$ cat config.mk
export PLATFORM = sky130hd
export DESIGN_NAME = fpsu_ret_collect
export DESIGN_NICKNAME = d
export VERILOG_FILES = /design/src/rtl/fpsu_ret_collect.sv
export SDC_FILE = /design/constraint.sdc
export NUM_CORES = 1
export LEC_CHECK = 0
export ABC_AREA = 0
export BUFFER_PORTS_ARGS = -buffer_cell sky130_fd_sc_hd__buf_2
export CORE_UTILIZATION = 45
export CTS_CLUSTER_DIAMETER = 30
export DETAILED_ROUTE_END_ITERATION = 8
export PLACE_DENSITY = 0.59
export REMOVE_ABC_BUFFERS = 1
export SLEW_MARGIN = 30
export SYNTH_ARGS = -nofsm -noshare
export SYNTH_HDL_FRONTEND = slang
export SYNTH_SLANG_ARGS = --single-unit
$ cat constraint.sdc
create_clock -name clk -period 17.5 [get_ports clk]
set_input_delay 3.5 -clock clk [delete_from_list [all_inputs] [get_ports clk]]
set_output_delay 3.5 -clock clk [all_outputs]
set_load 0.03 [all_outputs]
$ cat src/rtl/fpsu_ret_collect.sv
// fpsu_ret_collect -- completion collector between the FP SIMD unit outputs
// and the ROB completion bus.
//
// Captures up to three 14-bit completion words per cycle (ports u1, u3, u5),
// queues them in port order in a circular buffer, and presents the two oldest
// entries to retire logic, which drains them under a ready handshake.
// Accepted words also OR their IEEE flags into a sticky register. A
// registered issue_hold warns the issue stage before the queue can overflow.
//
// Optional feature: define FPSU_RET_BYPASS_EN to forward incoming words
// combinationally into empty output slots (latency 0). Without the macro
// there is no input-to-output combinational path.
//
// Ports:
//   clk                       clock, all state on posedge
//   rst                       asynchronous active-low reset
//   u1/u3/u5_ret[13:0]        completion words: [4:0] NV,DZ,OF,UF,NX; [13:5] tag
//   u1/u3/u5_ret_en           completion strobes
//   out0_data/out1_data       oldest / second-oldest presented words
//   out_valid[1:0]            slot valids, [1] implies [0]
//   out_ready                 retire accepts every valid slot this cycle
//   issue_hold                registered back-pressure to issue
//   flags[4:0]                sticky OR of accepted exception fields
//   flags_clr                 one-cycle clear of flags
//   ovf_err                   sticky, a completion was dropped
module fpsu_ret_collect #(
    parameter int DEPTH       = 16,
    parameter int HOLD_MARGIN = 6
) (
    input  logic        clk,
    input  logic        rst,
    input  logic [13:0] u1_ret,
    input  logic [13:0] u3_ret,
    input  logic [13:0] u5_ret,
    input  logic        u1_ret_en,
    input  logic        u3_ret_en,
    input  logic        u5_ret_en,
    output logic [13:0] out0_data,
    output logic [13:0] out1_data,
    output logic [1:0]  out_valid,
    input  logic        out_ready,
    output logic        issue_hold,
    output logic [4:0]  flags,
    input  logic        flags_clr,
    output logic        ovf_err
);
    localparam int AW = $clog2(DEPTH);
    localparam int CW = AW + 1;

    logic [13:0]   mem_q [DEPTH];
    logic [AW-1:0] wr_ptr_q, wr_ptr_d, rd_ptr_q, rd_ptr_d;
    logic [CW-1:0] count_q, count_d, space_s;
    logic [4:0]    flags_q, flags_d, acc_flags_s;
    logic          ovf_q, ovf_d, hold_q, hold_d;

    logic [13:0]   in_word_s [3];
    logic [2:0]    in_en_s, acc_s, wen_s;
    logic [1:0]    acc_idx_s [3];
    logic [AW-1:0] waddr_s [3];
    logic [1:0]    q_valid_s, n_popq_s, n_acc_s, n_byp_s;

    assign in_word_s[0] = u1_ret;
    assign in_word_s[1] = u3_ret;
    assign in_word_s[2] = u5_ret;
    assign in_en_s      = {u5_ret_en, u3_ret_en, u1_ret_en};

    // Queue-side pops and admission of incoming words in u1, u3, u5 order.
    always_comb begin
        q_valid_s   = {count_q >= CW'(2), count_q >= CW'(1)};
        n_popq_s    = out_ready ? ({1'b0, q_valid_s[1]} + {1'b0, q_valid_s[0]}) : 2'd0;
        // Space is judged after this cycle's pops from the queue.
        space_s     = CW'(DEPTH) - count_q + CW'(n_popq_s);
        n_acc_s     = 2'd0;
        acc_flags_s = 5'd0;
        ovf_d       = ovf_q;
        for (int i = 0; i < 3; i++) begin
            acc_s[i]     = 1'b0;
            acc_idx_s[i] = n_acc_s;
            if (in_en_s[i]) begin
                if (CW'(n_acc_s) < space_s) begin
                    acc_s[i]    = 1'b1;
                    n_acc_s     = n_acc_s + 2'd1;
                    acc_flags_s = acc_flags_s | in_word_s[i][4:0];
                end else begin
                    ovf_d = 1'b1;
                end
            end else begin
                acc_s[i] = 1'b0;
            end
        end
    end

`ifdef FPSU_RET_BYPASS_EN
    logic [13:0] fwd0_s, fwd1_s;

    // Output slots: queued entries first, accepted incoming words fill the rest.
    always_comb begin
        fwd0_s = mem_q[rd_ptr_q];
        fwd1_s = mem_q[rd_ptr_q + AW'(1)];
        for (int i = 0; i < 3; i++) begin
            if (acc_s[i] && acc_idx_s[i] == 2'd0) begin
                fwd0_s = in_word_s[i];
            end else if (acc_s[i] && acc_idx_s[i] == 2'd1) begin
                fwd1_s = in_word_s[i];
            end else begin
                fwd0_s = fwd0_s;
            end
        end
        out0_data = mem_q[rd_ptr_q];
        out1_data = mem_q[rd_ptr_q + AW'(1)];
        out_valid = q_valid_s;
        n_byp_s   = 2'd0;
        if (count_q >= CW'(2)) begin
            n_byp_s = 2'd0;
        end else if (count_q == CW'(1)) begin
            out1_data = fwd0_s;
            out_valid = {n_acc_s != 2'd0, 1'b1};
            n_byp_s   = (out_ready && n_acc_s != 2'd0) ? 2'd1 : 2'd0;
        end else begin
            out0_data = fwd0_s;
            out1_data = fwd1_s;
            out_valid = {n_acc_s >= 2'd2, n_acc_s != 2'd0};
            if (out_ready) begin
                n_byp_s = (n_acc_s >= 2'd2) ? 2'd2 : n_acc_s;
            end else begin
                n_byp_s = 2'd0;
            end
        end
    end
`else
    // Output slots come straight from queue storage.
    always_comb begin
        out0_data = mem_q[rd_ptr_q];
        out1_data = mem_q[rd_ptr_q + AW'(1)];
        out_valid = q_valid_s;
        n_byp_s   = 2'd0;
    end
`endif

    // Write addresses and next-state; words forwarded and popped are not stored.
    always_comb begin
        for (int i = 0; i < 3; i++) begin
            wen_s[i]   = acc_s[i] && (acc_idx_s[i] >= n_byp_s);
            waddr_s[i] = wr_ptr_q + AW'(acc_idx_s[i] - n_byp_s);
        end
        wr_ptr_d = wr_ptr_q + AW'(n_acc_s - n_byp_s);
        rd_ptr_d = rd_ptr_q + AW'(n_popq_s);
        count_d  = count_q + CW'(n_acc_s) - CW'(n_byp_s) - CW'(n_popq_s);
        hold_d   = (CW'(DEPTH) - count_d) < CW'(HOLD_MARGIN);
        // Current-cycle flags survive a simultaneous clear.
        flags_d  = (flags_clr ? 5'd0 : flags_q) | acc_flags_s;
    end

    // Entry storage, zeroed on reset.
    always_ff @(posedge clk or negedge rst) begin
        if (!rst) begin
            for (int k = 0; k < DEPTH; k++) begin
                mem_q[k] <= 14'd0;
            end
        end else begin
            for (int i = 0; i < 3; i++) begin
                if (wen_s[i]) begin
                    mem_q[waddr_s[i]] <= in_word_s[i];
                end
            end
        end
    end

    // Pointers, occupancy and status registers.
    always_ff @(posedge clk or negedge rst) begin
        if (!rst) begin
            wr_ptr_q <= '0;
            rd_ptr_q <= '0;
            count_q  <= '0;
            flags_q  <= 5'd0;
            ovf_q    <= 1'b0;
            hold_q   <= 1'b0;
        end else begin
            wr_ptr_q <= wr_ptr_d;
            rd_ptr_q <= rd_ptr_d;
            count_q  <= count_d;
            flags_q  <= flags_d;
            ovf_q    <= ovf_d;
            hold_q   <= hold_d;
        end
    end

    assign issue_hold = hold_q;
    assign flags      = flags_q;
    assign ovf_err    = ovf_q;
endmodule

---- Word level (Yosys, flattened, before mapping) ----
Cells that the tools add are included.
storage, ports and cells
  flip-flop bits (word level) ............. 244
  bits of input ports ..................... 49
  output and inout bits ................... 37
cells by class
  $add $sub $neg .......................... 13
  magnitude comparators ................... 16
  mux-type cells .......................... 44
  bitwise operators ....................... 8
  reduce and logical (&&, ||, !) cells .... 5
operator list
  operator                                                           count
  bitwise mux 224 bit                                                3
  two-way mux 224 bit                                                3
  demux 14 bit (select 4 bit)                                        3
  binary-select mux 14 bit (select 4 bit)                            2
  two-way mux 14 bit                                                 7
  two-way mux 5 bit                                                  7
  greater-or-equal comparator 5 bit, second input constant           5
  inverter 4 -> 5 bit                                                5
  adder 4 x 2 -> 4 bit                                               4
  < comparator 5 x 1 -> 1 bit, second input constant                 3
  OR 5 bit                                                           3
  two-way mux 1 bit                                                  13
  two-way mux 2 bit                                                  6
  adder 5 x 2 -> 5 bit                                               2
  < comparator 2 x 5 -> 1 bit                                        2
  subtractor 5 bit, first input constant                             2
  greater-or-equal comparator 5 x 1 -> 1 bit, second input constant  1
  greater-or-equal comparator 5 x 2 -> 1 bit, second input constant  1
  logical AND 1 bit                                                  5
  < comparator 1 x 5 -> 1 bit, first input constant                  1
  < comparator 5 x 3 -> 1 bit, second input constant                 1
  subtractor 5 x 2 -> 5 bit                                          1
  adder 2 x 1 -> 2 bit, second input constant                        2
  adder 4 x 1 -> 4 bit, second input constant                        1
  2 further kinds                                                    3

---- Logic depth before layout (Yosys ltp) ----
Gate-level depths: netlist of run 1.
  depth in word-level cells ............... 18
  mapped depth ............................ 27

---- Worst setup path after synthesis of run 1 ----
No wires, ideal clock.
  kind .................................... in2reg
  from .................................... input port out_ready
  to ...................................... register hold_q, in the netlist issue_hold
  setup time .............................. 82 ps
  data arrival time ....................... 7640 ps
  path slack .............................. 9778 ps
  stages .................................. 21
  cells stage by stage .................... nand2_1 ha_1 fa_1 o31ai_2 o211ai_1 and3_1 a211oi_1 xor2_1 inv_1 ha_1 inv_1 ha_1 inv_1 fa_1 nand2b_1 a21oi_1 nor3_1 or2_2 nor4b_1 a22oi_1 o22ai_1
on the way
  cells in the longest elaborated chain, start to end .. 15
ends and longest elaborated chain
  item                                                                        line    RTL
  start, declared                                                             41      input logic out_ready,
  two-way mux 2 bit *                                                         70      n_popq_s = out_ready ? ({1'b0, q_valid_s[1]} + {1'b0, q_valid_s[0]}) : 2'd0;
  adder 5 x 2 -> 5 bit                                                        72      space_s = CW'(DEPTH) - count_q + CW'(n_popq_s);
  < comparator 1 x 5 -> 1 bit                                                 80      if (CW'(n_acc_s) < space_s) begin
  two-way mux 1 bit                                                           80
  two-way mux 2 bit                                                           79      if (in_en_s[i]) begin
  < comparator 2 x 5 -> 1 bit / adder 2 x 1 -> 2 bit (equally long branches)  80, 82
  two-way mux 2 bit                                                           80
  two-way mux 2 bit                                                           79
  < comparator 2 x 5 -> 1 bit / adder 2 x 1 -> 2 bit (equally long branches)  80, 82
  two-way mux 2 bit                                                           80
  two-way mux 2 bit                                                           79
  adder 5 x 2 -> 5 bit                                                        148     count_d = count_q + CW'(n_acc_s) - CW'(n_byp_s) - CW'(n_popq_s);
  subtractor 5 x 2 -> 5 bit *                                                 148
  net count_d[4]                                                              52      logic [CW-1:0] count_q, count_d, space_s;
  subtractor 5 bit *                                                          149     hold_d = (CW'(DEPTH) - count_d) < CW'(HOLD_MARGIN);
  < comparator 5 x 3 -> 1 bit *                                               149
  net hold_d                                                                  54      logic ovf_q, ovf_d, hold_q, hold_d;
  end signal, assigned                                                        184     hold_q <= hold_d;
  end, declared                                                               54
Mark *: on every way through the listed nets, which the timed path passes. The rest lies on a longest branch.

---- Worst setup path in the final report of run 1 ----
  from .................................... input port out_ready
  to ...................................... register mem_q[139] (netlist bit)
on the way
  cells in the longest elaborated chain, start to end .. 16
ends and longest elaborated chain
  item                                                                                                           line    RTL
  two-way mux 2 bit *                                                                                            70
  adder 5 x 2 -> 5 bit *                                                                                         72
  < comparator 1 x 5 -> 1 bit                                                                                    80
  two-way mux 1 bit                                                                                              80
  two-way mux 2 bit                                                                                              79
  < comparator 2 x 5 -> 1 bit / adder 2 x 1 -> 2 bit (equally long branches)                                     80, 82
  two-way mux 2 bit                                                                                              80
  two-way mux 2 bit                                                                                              79
  adder 4 x 2 -> 4 bit                                                                                           144     waddr_s[i] = wr_ptr_q + AW'(acc_idx_s[i] - n_byp_s);
  inverter 4 -> 5 bit (not written as such)                                                                      163     mem_q[waddr_s[i]] <= in_word_s[i];
  greater-or-equal comparator 5 bit (not written as such) / < comparator 5 x 1 -> 1 bit (equally long branches)  163
  logical AND 1 bit (not written as such)                                                                        163
  two-way mux 14 bit (not written as such)                                                                       163
  demux 14 bit (select 4 bit)                                                                                    163
  bitwise mux 224 bit                                                                                            163
  two-way mux 224 bit *                                                                                          162     if (wen_s[i]) begin
  end signal, assigned by index                                                                                  163
  end, declared                                                                                                  50      logic [13:0] mem_q [DEPTH];
Mark *: on every way between the ends. The rest lies on a longest branch, timed or not.

==> results by group, run 1 <==
Yosys
  – Post-synth EDFFs: 0
  – Ys async rst share: 1.00
  – Mapped cell area: 18600 um2
  – Post-Synthesis Cells: 1706
  – Avg Inst Size Synth: 10.9 um2
  – Main synth FF type: dfrtp_1
  – Number of library cell types mapped by synthesis: 68
  – Sequential fraction of the synthesis area: 0.328
  – Synthesized flop and latch total: 244
  – Synth warnings: 0

Pwr
  – Internal power: 0.00336 W
  – Pwr Total: 0.00563 W
  – Worst VDD drop: 150 uV
  – Combinational power share: 0.530
  – LEAKAGE: 9.09 nW
  – Clock share of power: 0.265
  – Pwr Density: 251 nW/um2
  – Sequential Power Share: 0.205
  – P_sw: 0.00227 W
  – Sw Share: 0.404

Clock network
  – CTS tree: built
  – # Post-CTS Setup Buffers: 0
  – Clk slew on worst S/H paths: 0.04 ns
  – Resized Gates After CTS: 0
  – H-tree Lvls: 3
  – Root buffer cell: clkbuf_16
  – Post-CTS Hold Fix Bufs: 0
  – Clock Tree Buf Depth: 3
  – Num CTS Buffers: 84
  – Later-pin clock latency in the skew report: 0.60 ns
  – CTS sink cnt: 244

STA
  – Min cycle time layout: 8.23 ns
  – Final setup viols: 0
  – Worst-margin pin slew: 1.08 ns
  – Clock Skew: 0.0222 ns
  – RSZ-0062 raised after global routing: no
  – Final Hold Viols: 0
  – Crit share post-route: 0.470
  – Fin. max-slew vios: 0
  – Peak Freq: 122 MHz
  – Worst relative slew slack: 0.279
  – Setup tns final: 0 ns

GRT
  – GR met3 Demand/Resource: 0.0664
  – First-pass GRT wire length: 97400 um
  – Met2 usage: 0.496
  – Initial antenna violation count: 1
  – Met1 Use GR: 0.416
  – Number of global-route vias before repair: 14900
  – GR peak layer: met2
  – Aggregate global-route resource usage: 0.318
  – Largest net degree at the start of global routing: 107
  – Aggregate global routing overflow: 0

Finish
  – Most common cell after layout, fill and taps aside: dfrtp_1
  – Area growth from synthesis to layout: 20.2%
  – Layout cells sized above 1: 0.380
  – Most frequent cells in the layout: dfrtp_1, nand2_1, mux2_2
  – Final core occ: 0.549
  – # nets final: 1817

Route
  – WL per Instance: 28.0 um
  – WL final: 65700 um
  – Antenna Nets Post-Route: 0
  – 1st-iter DRT viols: 1529
  – Pre-Repair DR Iteration Count: 6
  – Vias: 15000
  – Vias per std cell: 6.41
  – DRC errors left: 0

Worst setup path
  – Critical path class: in -> reg
  – Most Frequent Cell on Critical Path: ha_1
  – Crit-path cells: buf_2 > nand2_1 > ha_1 > fa_1 > o31ai_2 > o211a_1 > a211oi_1 > ha_1 > o211ai_1 > o21ai_0 > o21ba_2 > o22ai_2 > nor3_2 > buf_4 > mux2_2
  – Crit-path slowest cell: nor3_2
  – Setup crit end kind: register
  – Crit-path max cell delay: 0.96 ns
  – Crit path required time: 17.96 ns
  – CP arrival: 8.69 ns
  – Setup crit start kind: input port
  – CP Max Fanout: 15

Floorplan
  – DIE AREA: 42200 um2
  – Initial Utilization: 0.457
  – Core region area: 40800 um2
  – Num rows: 74
  – Die H: 206 um
  – Chip width: 206 um
  – I/O pin count: 86

Run status
  – Outcome: complete, no violations

Placement
  – Dpl hpwl: 39100 um
  – GPL Wtd Cong: 0.840
  – I/O Buffers: 85

Worst hold path
  – Worst min-delay path class: reg -> reg

Job
  – MaxCap Viol Count: 0
==> layer usage <==
metal / routed length [um] / part of all wire / vias to the layer above
met5: 0 / 0 / -
met4: 3270 / 0.050 / 0
met3: 5250 / 0.080 / 198
met2: 30600 / 0.47 / 761
met1: 26500 / 0.40 / 7648
li1: - / - / 6412
==> sequential cells by signal, indices dropped and copies added (netlist names) <==
name	cells
ovf_err	1
count_q	5
mem_q	224
wr_ptr_q	4
issue_hold	1
rd_ptr_q	4
flags	5
==> layout make-up <==
class | instances | area [um2]
fill | 3398 | 18400
multi-input combinational | 1258 | 11900
sequential | 244 | 6110
clock buffer | 114 | 2420
timing repair buffer | 130 | 808
tap | 532 | 666
clock inverter | 40 | 422
inverter | 24 | 90.1
antenna | 1 | 2.50
==> metrics by stage <==
step,hold WS (ns),cell area [um2],setup WS [ns],std cells
2_1_floorplan,0.561,17900,6.99,1526
3_3_place_gp,0.445,19500,8.67,2185
3_5_place_dp,0.468,19500,8.66,2187
4_1_cts,0.479,22400,9.28,2341
5_1_grt,0.484,22400,9.04,2342
6_report,0.477,22400,9.27,2343
==> power by group through the flow <==
| stage | clock network, W | registers, W | logic, W |
|---|---|---|---|
| detailed placement | 0 | 0.00115 | 0.00295 |
| CTS | 0.00150 | 0.00114 | 0.00297 |
| global placement | 0 | 0.00113 | 0.00290 |
| global route | 0.00154 | 0.00119 | 0.00318 |
| floorplan | 0 | 0.00109 | 0.00221 |
| finish | 0.00149 | 0.00115 | 0.00298 |
==> logic make-up (layout without fill, tap and decap cells) <==
group | after synthesis | in the layout | synth area share
buf+inv | 204 | 308 | 0.0462
xor+xnor | 17 | 17 | 0.00879
simple gates | 369 | 369 | 0.0977
other cells | 0 | 1 | 0
fa+ha+maj | 26 | 26 | 0.0195
compound gates | 273 | 273 | 0.0835
flops | 244 | 244 | 0.328
mux | 573 | 573 | 0.417
==> critical path: cells and delay by family <==
| kind | cells | cell delay, ns |
|---|---|---|
| fa+ha+maj | 3 | 0.95 |
| buf+inv | 2 | 0.48 |
| compound gates | 7 | 2.36 |
| simple gates | 2 | 1.03 |
| mux | 1 | 0.37 |
==> cell usage after synthesis, drive strengths merged, types with 6 or more instances <==
| cell type | n | share of area |
|---|---|---|
| nor4 | 8 | 0.0063 |
| nand2 | 233 | 0.047 |
| xnor2 | 10 | 0.0051 |
| a21oi | 34 | 0.0091 |
| mux2i | 207 | 0.11 |
| or3 | 6 | 0.0020 |
| inv | 24 | 0.0048 |
| buf | 63 | 0.018 |
| o21ai | 188 | 0.050 |
| mux4 | 140 | 0.17 |
| a31oi | 14 | 0.0047 |
| xor2 | 7 | 0.0037 |
| nor3 | 14 | 0.0062 |
| nand3 | 17 | 0.0086 |
| ha | 21 | 0.014 |
| clkbuf | 117 | 0.024 |
| nor2 | 55 | 0.011 |
| mux2 | 226 | 0.14 |
| dfrtp | 244 | 0.33 |
==> final timing paths <==
check / start / endpoint / slack [ns] / cells past startpoint
setup / recovery: out_ready / mem_q[139] / 9.27 / 15
hold / removal: ovf_err / ovf_err / 0.48 / 1
setup reg to reg: count_q[3] / mem_q[139] / 10.81 / 19
hold reg to reg: ovf_err / ovf_err / 0.48 / 1
max in group asynchronous: rst / rd_ptr_q[0] / 13.19 / 3
min in group asynchronous: rst / mem_q[162] / 2.98 / 1
Note: power is estimated with default switching activity, not from simulation.
==> run 2: changes to the inputs <==
--- a/config.mk
+++ b/config.mk
@@ -10,7 +10,7 @@
 export CORE_UTILIZATION = 45
 export CTS_CLUSTER_DIAMETER = 30
 export DETAILED_ROUTE_END_ITERATION = 8
-export PLACE_DENSITY = 0.59
+export PLACE_DENSITY = 0.62
 export REMOVE_ABC_BUFFERS = 1
 export SLEW_MARGIN = 30
 export SYNTH_ARGS = -nofsm -noshare
==> constraint.sdc (replaced) <==
create_clock -name clk -period 7.2 [get_ports clk]
set_input_delay 1.44 -clock clk [delete_from_list [all_inputs] [get_ports clk]]
set_output_delay 1.44 -clock clk [all_outputs]
set_load 0.03 [all_outputs]
==> results by group, run 2 (synthesized netlist as in run 1, its figures left out) <==
STA
  – Crit share post-route: 0.863
  – Worst relative slew slack: 0.266 (-0.0134)
  – Min cycle time layout: 6.22 ns
  – Worst-margin pin slew: 1.10 ns (+0.0260 ns)
  – Clock Skew: 0.0222 ns (-0.0000187 ns)
  – Final Hold Viols: 0 (unchanged)
  – Fin. max-slew vios: 0 (unchanged)
  – RSZ-0062 raised after global routing: no
  – Setup tns final: 0 ns (unchanged)
  – PnR worst setup slack: 0.985 ns (-8.29 ns)
  – Final setup viols: 0 (unchanged)
  – Peak Freq: 161 MHz

Finish
  – Post-Layout Cell Count: 2342 (-0.043%)
  – Fillers: 3422 (+0.71%)
  – # nets final: 1822 (+0.28%)
  – Layout cells sized above 1: 0.376 (-0.00366)
  – Most frequent cells in the layout: dfrtp_1, nand2_1, mux2_2
  – Most common cell after layout, fill and taps aside: dfrtp_1
  – Post-route design area: 22300 um2 (-0.56%)
  – Area growth from synthesis to layout: 19.5%
  – Largest Register: mem_q
  – Max reg flops: 224 (unchanged)

GRT
  – First-pass GRT wire length: 98600 um (+1.2%)
  – Number of global-route vias before repair: 15200 (+1.9%)
  – Largest net degree at the start of global routing: 76 (-29%)
  – Initial antenna violation count: 2 (+1)
  – Aggregate global-route resource usage: 0.319 (+0.00117)
  – Aggregate global routing overflow: 0 (unchanged)

Floorplan
  – Die H: 206 um (unchanged)
  – Num rows: 74 (unchanged)
  – Chip width: 206 um (unchanged)
  – Core region area: 40800 um2 (unchanged)
  – I/O pin count: 86 (unchanged)
  – Initial Utilization: 0.457 (unchanged)
  – DIE AREA: 42200 um2 (unchanged)

Route
  – Vias: 15100 (+0.75%)
  – Met3 wire length: 6140 um (+17%)
  – Met1 Routed Length: 25400 um (-4.2%)
  – WL met2: 30700 um (about the same)
  – Antenna Nets Post-Route: 0 (unchanged)
  – WL final: 65000 um (-1.1%)
  – DRC errors left: 0 (unchanged)
  – Max Used Layer: met5
  – 1st-iter DRT viols: 1340 (-12%)
  – Pre-Repair DR Iteration Count: 5 (-1)
  – WL per Instance: 27.7 um (-1.1%)
  – Vias per std cell: 6.46 (+0.80%)

Worst setup path
  – Crit-path max cell delay: 0.64 ns (-0.32 ns)
  – Critical path class: reg -> reg
  – CP arrival: 6.67 ns (-2.02 ns)
  – CP Max Fanout: 14 (-1)
  – Setup crit end kind: register
  – Crit path required time: 7.66 ns (-10.30 ns)
  – Crit-path slowest cell: nand4_4
  – Crit-path cells: inv_1 > ha_1 > nand3_1 > or2_2 > ha_1 > nand2_1 > ha_1 > fa_1 > o31ai_2 > o211ai_1 > and3_1 > a211oi_1 > ha_1 > o211ai_1 > o21ai_0 > o21ba_2 > o22ai_2 > nand4_4 > mux2_1
  – Most Frequent Cell on Critical Path: ha_1
  – Setup crit start kind: register

Clock network
  – Resized Gates After CTS: 0 (unchanged)
  – CTS tree: built
  – Root buffer cell: clkbuf_16
  – Post-CTS Hold Fix Bufs: 0 (unchanged)
  – Later-pin clock latency in the skew report: 0.59 ns (about the same)
  – H-tree Lvls: 3 (unchanged)
  – CTS sink cnt: 244 (unchanged)
  – Clk slew on worst S/H paths: 0.04 ns (about the same)
  – # Post-CTS Setup Buffers: 0 (unchanged)
  – Clock Tree Buf Depth: 3 (unchanged)
  – Num CTS Buffers: 78 (-7.1%)

Placement
  – Dpl hpwl: 38400 um (-1.9%)
  – GPL Wtd Cong: 0.870 (+3.6%)
  – Placement Cell Area: 19600 um2 (+0.38%)
  – I/O Buffers: 85 (unchanged)
  – Pre-CTS setup slack: 0.928 ns (-7.73 ns)
  – Post-Place Cells: 2198 (+0.50%)

Pwr
  – Pwr Total: 0.0135 W (+140%)
  – Worst VDD drop: 369 uV (+150%)
  – Pwr Density: 606 nW/um2 (+140%)
  – LEAKAGE: 9.06 nW (-0.40%)

Worst hold path
  – Worst min-delay path class: reg -> reg

Run status
  – Outcome: complete, no violations

Job
  – MaxCap Viol Count: 0 (unchanged)
-- run 2: changes by cell type in the layout (fill, tap and decap cells not counted), sizes merged --
cell / change
buf: +11
clkinv: -8
clkinvlp: -4
clkbuf: -1
inv: +1
-- run 2: report_power, final --
| group | total (W) | switching [W] | internal (W) |
|---|---|---|---|
| combinational | 0.00742 | 0.00389 | 0.00353 |
| sequential | 0.00268 | 0.000588 | 0.00209 |
| clock | 0.00341 | 0.000989 | 0.00242 |
| total | 0.0135 | 0.00547 | 0.00804 |
-- run 2: final cells by class --
| cell class | instances | area (um2) | area share |
|---|---|---|---|
| Timing Repair Buffer | 141 | 902 | 0.0405 |
| Antenna cell | 1 | 2.50 | 0.000112 |
| Sequential cell | 244 | 6110 | 0.274 |
| Clock buffer | 113 | 2280 | 0.103 |
| Multi-Input combinational cell | 1258 | 11900 | 0.533 |
| Inverter | 24 | 90.1 | 0.00405 |
| Tap cell | 532 | 666 | 0.0299 |
| Clock inverter | 29 | 349 | 0.0157 |
-- run 2: through the flow --
stage | hold WS [ns] | util
floorplan | 0.561 | -
global placement | 0.448 | 0.479
detailed placement | 0.458 | 0.480
CTS | 0.467 | 0.545
global route | 0.467 | 0.545
finish | 0.460 | 0.545
-- run 2: path summary, 6_finish.rpt --
path / start / endpoint / slack, ns / depth (start not counted)
max in group asynchronous: rst / rd_ptr_q[0] / 5.39 / 2
hold / removal: ovf_err / ovf_err / 0.46 / 1
setup / recovery: count_q[3] / mem_q[111] / 0.98 / 19
hold reg to reg: ovf_err / ovf_err / 0.46 / 1
setup reg to reg: count_q[3] / mem_q[111] / 0.98 / 19
min in group asynchronous: rst / mem_q[206] / 0.78 / 1
-- run 2: metal layers --
metal  global-route usage  vias to the layer above
li1                     -                     6432
met1                0.418                     7686
met2                0.502                      837
met3               0.0752                      175
met4                0.142                        2
met5                    0                        -
-- run 2: worst max-delay path, delay by kind of cell, from the launching register on --
kind | cells | cell delay [ns]
AOI/OAI and AO/OA | 7 | 2.27
DFF | 1 | 0.35
and+or+nand+nor | 5 | 1.37
buffers and inverters | 1 | 0.17
muxes | 1 | 0.50
adders and majority gates | 5 | 1.40
